$ cat config.mk
export PLATFORM = sky130hd
export DESIGN_NAME = i2c_bus_cond
export DESIGN_NICKNAME = d
export VERILOG_FILES = /design/src/rtl/i2c_pkg.sv /design/src/rtl/i2c_line_filter.sv /design/src/rtl/i2c_bus_cond.sv
export SDC_FILE = /design/constraint.sdc
export NUM_CORES = 1
export LEC_CHECK = 0
export CELL_PAD_IN_SITES_DETAIL_PLACEMENT = 2
export CELL_PAD_IN_SITES_GLOBAL_PLACEMENT = 2
export CORE_MARGIN = 3
export CORE_UTILIZATION = 26
export CTS_CLUSTER_DIAMETER = 60
export CTS_CLUSTER_SIZE = 10
export DETAILED_ROUTE_END_ITERATION = 7
export GPL_ROUTABILITY_DRIVEN = 0
export PLACE_DENSITY = 0.62
export SETUP_SLACK_MARGIN = 0.05
export SLEW_MARGIN = 0
export SYNTH_ARGS = -nofsm -noshare
export SYNTH_HDL_FRONTEND = slang
export SYNTH_SLANG_ARGS = --single-unit
$ cat constraint.sdc
create_clock -name i_clk -period 3.45 [get_ports i_clk]
set_input_delay 0.5175 -clock i_clk [delete_from_list [all_inputs] [get_ports i_clk]]
set_output_delay 0.5175 -clock i_clk [all_outputs]
set_load 0.01 [all_outputs]
$ cat src/rtl/i2c_pkg.sv
// i2c_pkg
//   Shared constants and types for the I2C bus input conditioner.
//   - I2C_FILT_CLKS    : default glitch-filter length in clocks
//   - I2C_T_BUF_CLKS   : default bus-free time (tBUF) after STOP, in clocks
//   - I2C_IDLE_TO_CLKS : default both-lines-high timeout that releases a
//                        stuck bus, in clocks
//   - i2c_bus_state_e  : states of the bus-busy tracker
package i2c_pkg;

  localparam int I2C_FILT_CLKS    = 3;
  localparam int I2C_T_BUF_CLKS   = 80;
  localparam int I2C_IDLE_TO_CLKS = 800;

  typedef enum logic [1:0] {
    ST_IDLE = 2'd0,
    ST_BUSY = 2'd1,
    ST_TBUF = 2'd2
  } i2c_bus_state_e;

endpackage

$ cat src/rtl/i2c_line_filter.sv
// i2c_line_filter
//   One I2C line: 2-FF synchroniser followed by a glitch-rejecting counter.
//   The filtered level only flips after the synced value has disagreed with
//   it for FILT_CLKS consecutive cycles.
// Ports:
//   i_clk          clock
//   i_rstn         asynchronous active-low reset
//   i_pin          raw, asynchronous pad input
//   o_level        filtered level (registered)
//   o_level_next   value o_level takes after the next clock edge; lets the
//                  parent register edge strobes aligned with the level change
module i2c_line_filter
  import i2c_pkg::*;
#(
  parameter int FILT_CLKS  = I2C_FILT_CLKS,
  parameter int FILT_WIDTH = 2
) (
  input  logic i_clk,
  input  logic i_rstn,
  input  logic i_pin,
  output logic o_level,
  output logic o_level_next
);

  // sync_q[0] is the metastability-catching flop, sync_q[1] the synced value.
  logic [1:0]            sync_q, sync_d;
  logic                  filt_q, filt_d;
  logic [FILT_WIDTH-1:0] cnt_q,  cnt_d;

  always_comb begin
    sync_d = {sync_q[0], i_pin};
    filt_d = filt_q;
    cnt_d  = cnt_q;
    if (sync_q[1] == filt_q) begin
      cnt_d = '0;
    end else if (cnt_q == FILT_WIDTH'(FILT_CLKS - 1)) begin
      filt_d = sync_q[1];
      cnt_d  = '0;
    end else begin
      cnt_d = cnt_q + FILT_WIDTH'(1);
    end
  end

  always_ff @(posedge i_clk or negedge i_rstn) begin
    if (!i_rstn) begin
      sync_q <= 2'b11;
      filt_q <= 1'b1;
      cnt_q  <= '0;
    end else begin
      sync_q <= sync_d;
      filt_q <= filt_d;
      cnt_q  <= cnt_d;
    end
  end

  assign o_level      = filt_q;
  assign o_level_next = filt_d;

endmodule

$ cat src/rtl/i2c_bus_cond.sv
// i2c_bus_cond
//   Input conditioner for the I2C slave: synchronises and de-glitches SCL/SDA,
//   produces clean levels, single-cycle SCL edge strobes, START/STOP strobes
//   and a bus-busy flag that honours tBUF and a stuck-bus idle timeout.
// Ports:
//   i_clk       clock
//   i_rstn      asynchronous active-low reset
//   i_scl/i_sda raw asynchronous pad inputs
//   o_scl/o_sda filtered levels
//   o_scl_rise  one-cycle strobe, filtered SCL 0->1
//   o_scl_fall  one-cycle strobe, filtered SCL 1->0
//   o_start     one-cycle strobe, START or repeated START
//   o_stop      one-cycle strobe, STOP
//   o_busy      bus owned by some master
module i2c_bus_cond
  import i2c_pkg::*;
#(
  parameter int FILT_CLKS     = I2C_FILT_CLKS,
  parameter int FILT_WIDTH    = 2,
  parameter int BUS_FREE_CLKS = I2C_T_BUF_CLKS,
  parameter int BUS_IDLE_CLKS = I2C_IDLE_TO_CLKS,
  parameter int IDLE_WIDTH    = 10
) (
  input  logic i_clk,
  input  logic i_rstn,
  input  logic i_scl,
  input  logic i_sda,
  output logic o_scl,
  output logic o_sda,
  output logic o_scl_rise,
  output logic o_scl_fall,
  output logic o_start,
  output logic o_stop,
  output logic o_busy
);

  localparam int LINE_SCL = 0;
  localparam int LINE_SDA = 1;

  logic [1:0] pins;
  logic [1:0] lvl;
  logic [1:0] lvl_next;

  assign pins[LINE_SCL] = i_scl;
  assign pins[LINE_SDA] = i_sda;

  genvar gi;
  generate
    for (gi = 0; gi < 2; gi++) begin : g_line
      i2c_line_filter #(
        .FILT_CLKS  (FILT_CLKS),
        .FILT_WIDTH (FILT_WIDTH)
      ) u_filt (
        .i_clk        (i_clk),
        .i_rstn       (i_rstn),
        .i_pin        (pins[gi]),
        .o_level      (lvl[gi]),
        .o_level_next (lvl_next[gi])
      );
    end
  endgenerate

  logic scl_cur, scl_nxt, sda_cur, sda_nxt;
  assign scl_cur = lvl[LINE_SCL];
  assign scl_nxt = lvl_next[LINE_SCL];
  assign sda_cur = lvl[LINE_SDA];
  assign sda_nxt = lvl_next[LINE_SDA];

  // Strobes are computed from the filter's next level so that, once
  // registered, they line up with the cycle the new level appears.
  // START/STOP need SCL high both before and after the SDA update, which
  // also suppresses them when both lines flip together.
  logic scl_rise_q, scl_rise_d;
  logic scl_fall_q, scl_fall_d;
  logic start_q,    start_d;
  logic stop_q,     stop_d;

  always_comb begin
    scl_rise_d = ~scl_cur & scl_nxt;
    scl_fall_d = scl_cur & ~scl_nxt;
    start_d    = scl_cur & scl_nxt & sda_cur & ~sda_nxt;
    stop_d     = scl_cur & scl_nxt & ~sda_cur & sda_nxt;
  end

  // Busy tracker. One down-counter serves both the tBUF wait and the
  // stuck-bus timeout; it is only meaningful outside IDLE.
  i2c_bus_state_e        state_q, state_d;
  logic [IDLE_WIDTH-1:0] cnt_q,   cnt_d;
  logic                  both_high;
  logic                  cnt_done;

  assign both_high = scl_cur & sda_cur;
  // Leaving on count 1 makes the state change coincide with the counter
  // reaching 0, so o_busy drops BUS_FREE_CLKS+1 cycles after o_stop.
  assign cnt_done  = (cnt_q <= IDLE_WIDTH'(1));

  always_comb begin
    state_d = state_q;
    cnt_d   = cnt_q;
    case (state_q)
      ST_IDLE: begin
        if (start_q) begin
          state_d = ST_BUSY;
          cnt_d   = IDLE_WIDTH'(BUS_IDLE_CLKS);
        end
      end
      ST_BUSY: begin
        if (stop_q) begin
          state_d = ST_TBUF;
          cnt_d   = IDLE_WIDTH'(BUS_FREE_CLKS);
        end else if (!both_high) begin
          cnt_d = IDLE_WIDTH'(BUS_IDLE_CLKS);
        end else if (cnt_done) begin
          state_d = ST_IDLE;
          cnt_d   = '0;
        end else begin
          cnt_d = cnt_q - IDLE_WIDTH'(1);
        end
      end
      ST_TBUF: begin
        if (start_q) begin
          state_d = ST_BUSY;
          cnt_d   = IDLE_WIDTH'(BUS_IDLE_CLKS);
        end else if (cnt_done) begin
          state_d = ST_IDLE;
          cnt_d   = '0;
        end else begin
          cnt_d = cnt_q - IDLE_WIDTH'(1);
        end
      end
      default: begin
        state_d = ST_IDLE;
        cnt_d   = '0;
      end
    endcase
  end

  always_ff @(posedge i_clk or negedge i_rstn) begin
    if (!i_rstn) begin
      scl_rise_q <= 1'b0;
      scl_fall_q <= 1'b0;
      start_q    <= 1'b0;
      stop_q     <= 1'b0;
      state_q    <= ST_IDLE;
      cnt_q      <= '0;
    end else begin
      scl_rise_q <= scl_rise_d;
      scl_fall_q <= scl_fall_d;
      start_q    <= start_d;
      stop_q     <= stop_d;
      state_q    <= state_d;
      cnt_q      <= cnt_d;
    end
  end

  assign o_scl      = scl_cur;
  assign o_sda      = sda_cur;
  assign o_scl_rise = scl_rise_q;
  assign o_scl_fall = scl_fall_q;
  assign o_start    = start_q;
  assign o_stop     = stop_q;
  assign o_busy     = (state_q != ST_IDLE);

endmodule

==> results.json <==
{
  "antenna_found_initial": 0,
  "worstPathRequired_ns": 2.93,
  "hold_end": "g_line[1].u_filt.sync_q[1]",
  "postCtsSetupBuffers": 0,
  "synthCells": 125,
  "setup_viol": 0,
  "detail-route-antenna-nets": 0,
  "drc_errors": 0,
  "syn_avg_cell_area_um2": 10.39,
  "peakVddDrop_v": 0.0002409,
  "viasPerCell": 5.020,
  "r2r-end": "cnt_q[8]",
  "cts_max_level": 1,
  "cts_hold_buf": 0,
  "ios": 11,
  "powerDensity_nw_per_um2": 792.3,
  "cts.path.max_buffers": 2,
  "syn_area_um2": 1299,
  "post-place-ws_ns": 1.302,
  "cts_made_buffers": 3,
  "multi_input_area_um2": 598.1,
  "rsz0062_at_grt": "false",
  "ys_ff_latch": 26,
  "hold_path_depth": 0,
  "endpoint_kind": "output port",
  "synthArstFlopShare_pct": 100.0,
  "grt_max_degree": 27,
  "grt_pass1_vias": 1132,
  "timing.setup.tns_ns": 0,
  "timing.rr.start": "cnt_q[0]",
  "drtPass1Iterations": 4,
  "r2r_cells": 6,
  "path_class": "reg2out",
  "num_rows": 25,
  "arrival_ns": 1.66,
  "final_common_cell": "dfrtp_1",
  "status": "finished, final reports clean",
  "wl_per_cell_um": 16.27,
  "cap_violations": 0,
  "cp-start-kind": "flop",
  "die_h_um": 76.68,
  "antennaDiodeCount": 0,
  "syn_nets": 131,
  "dieArea_um2": 5879,
  "synth.distinct_cells": 42,
  "hpwlAfterDp_mm": 2.431,
  "min_from": "g_line[1].u_filt.sync_q[0]",
  "gr-usage-met2_pct": 21.43,
  "synth-main-ff-cell": "dfrtp_1",
  "grt_use_total_pct": 12.40,
  "cts_sinks": 26,
  "synth_area_leaders": "dfrtp_1 39%, dfstp_2 12%, o21ai_0 3.9%, nor3b_1 3.5%, nor3_1 3.1%",
  "yosysWarnings": 0,
  "hold_path_class": "reg2reg",
  "n_fill_cell": 515,
  "fin_skew_ns": 0.006894,
  "layout_common_cells": "20 x dfrtp_1, 10 x o21ai_0, 10 x clkdlybuf4s50_1",
  "cts-root-buf": "clkbuf_8",
  "max-slew-margin-rel_pct": 61.35,
  "wl_mm": 3.271,
  "hold_viol": 0,
  "cts_resized": 0,
  "clkTransAtPathRegs_ns": 0.10,
  "fin_util_pct": 32.05,
  "grt_pass1_wl_mm": 5.865,
  "yosysTopAreaCell": "dfrtp_1",
  "synth_edf_count": 0,
  "met1_usage_pct": 15.64,
  "tightestPinTransition_ns": 0.5786,
  "vias": 1009,
  "syn_to_final_growth_pct": 18.11,
  "timing.fmax_mhz": 458.5,
  "first_iter_violations": 20,
  "placement.io_buffers": 10,
  "setup_ws_ns": 1.269,
  "grtUsageMet3_pct": 2.230,
  "r2r_slack_ns": 1.28,
  "die_w_um": 76.68,
  "finalCritPeriodShare_pct": 63.21,
  "core_area_um2": 4786,
  "yosysSeqAreaShare_pct": 50.67,
  "drive_gt1_share_pct": 16.42,
  "clock_latency_ns": 0.28,
  "synth_top_area_share_pct": 38.54,
  "regArea_um2": 658.1,
  "finalNetCount": 141,
  "slew_violations": 0,
  "initial_core_util_pct": 27.14,
  "cp_max_fo": 17,
  "power_leakage_nw": 0.6012,
  "busiest_layer": "met2",
  "min_period_ns": 2.181,
  "overflow": 0,
  "cts_tree": "built"
}
## cells by family after synthesis
kind of cell / synth area share [%]
XOR/XNOR: 2.023
flip-flops: 50.67
multiplexers: 3.372
AND/OR/NAND/NOR: 21.39
adder cells (fa/ha/maj): 1.926
buffers and inverters: 3.275
AO/OA/AOI/OAI: 17.34
## registers in the layout (all words and copies together) (netlist names)
name and flops:
o_stop 1, o_scl_fall 1, o_start 1, g_line.u_filt.cnt_q 4, g_line.u_filt.sync_q 4, o_scl_rise 1
state_q 2, g_line.u_filt.o_level 2, cnt_q 10
## cell usage after synthesis, types with 4 or more instances
master and count:
inv_1 4, dfrtp_1 20, nor3b_1 6, clkbuf_1 4
nor3_1 8, o21ai_0 10, dfstp_2 6, nand2_1 6
nand3_1 4, a21oi_1 5, nor2_1 6
## worst max path at each step
stage | from | end | slack (ns) | cells after the start
final | state_q[0] | o_busy | 1.27 | 2
after detailed placement | cnt_q[0] | cnt_q[8] | 1.30 | 6
after floorplan | cnt_q[0] | cnt_q[8] | 1.73 | 6
after global placement | cnt_q[0] | cnt_q[8] | 1.41 | 6
after CTS | state_q[0] | o_busy | 1.25 | 2
after global routing | cnt_q[0] | cnt_q[8] | 1.06 | 6
## where the power goes
part	switching, mW	internal, mW
Clock	0.102	0.155
Sequential	0.128	0.399
Combinational	0.214	0.218
## routing by layer
metal | vias to the layer above | share of wire, %
met5 | - | 0
met3 | 7 | 2.0
met2 | 10 | 51
met1 | 515 | 45
met4 | 0 | 1.2
li1 | 477 | -
## worst max-delay path, stage by stage, from the launching register on
cell	delay, ns
dfrtp_1	0.56
or2_2	0.35
clkdlybuf4s50_1	0.48
## stage by stage
stage	std cells	instance area [um^2]	power, mW	hold WS (ns)
after floorplan	125	1299	0.8112	0.2219
after global placement	197	1463	0.9484	0.3455
after detailed placement	197	1463	0.9723	0.3493
after CTS	201	1534	1.234	0.3606
after global routing	201	1534	1.316	0.3640
final	201	1534	1.215	0.3600
## final cells by class
cell class                      instances  share of cell area [%]
Timing Repair Buffer                   11                   7.015
Tap cell                               67                   5.465
Clock inverter                          1                   1.958
Multi-Input combinational cell         89                   38.99
Inverter                                4                  0.9788
Sequential cell                        26                   42.90
Clock buffer                            3                   2.692
Note: power is estimated with default switching activity, not from simulation.
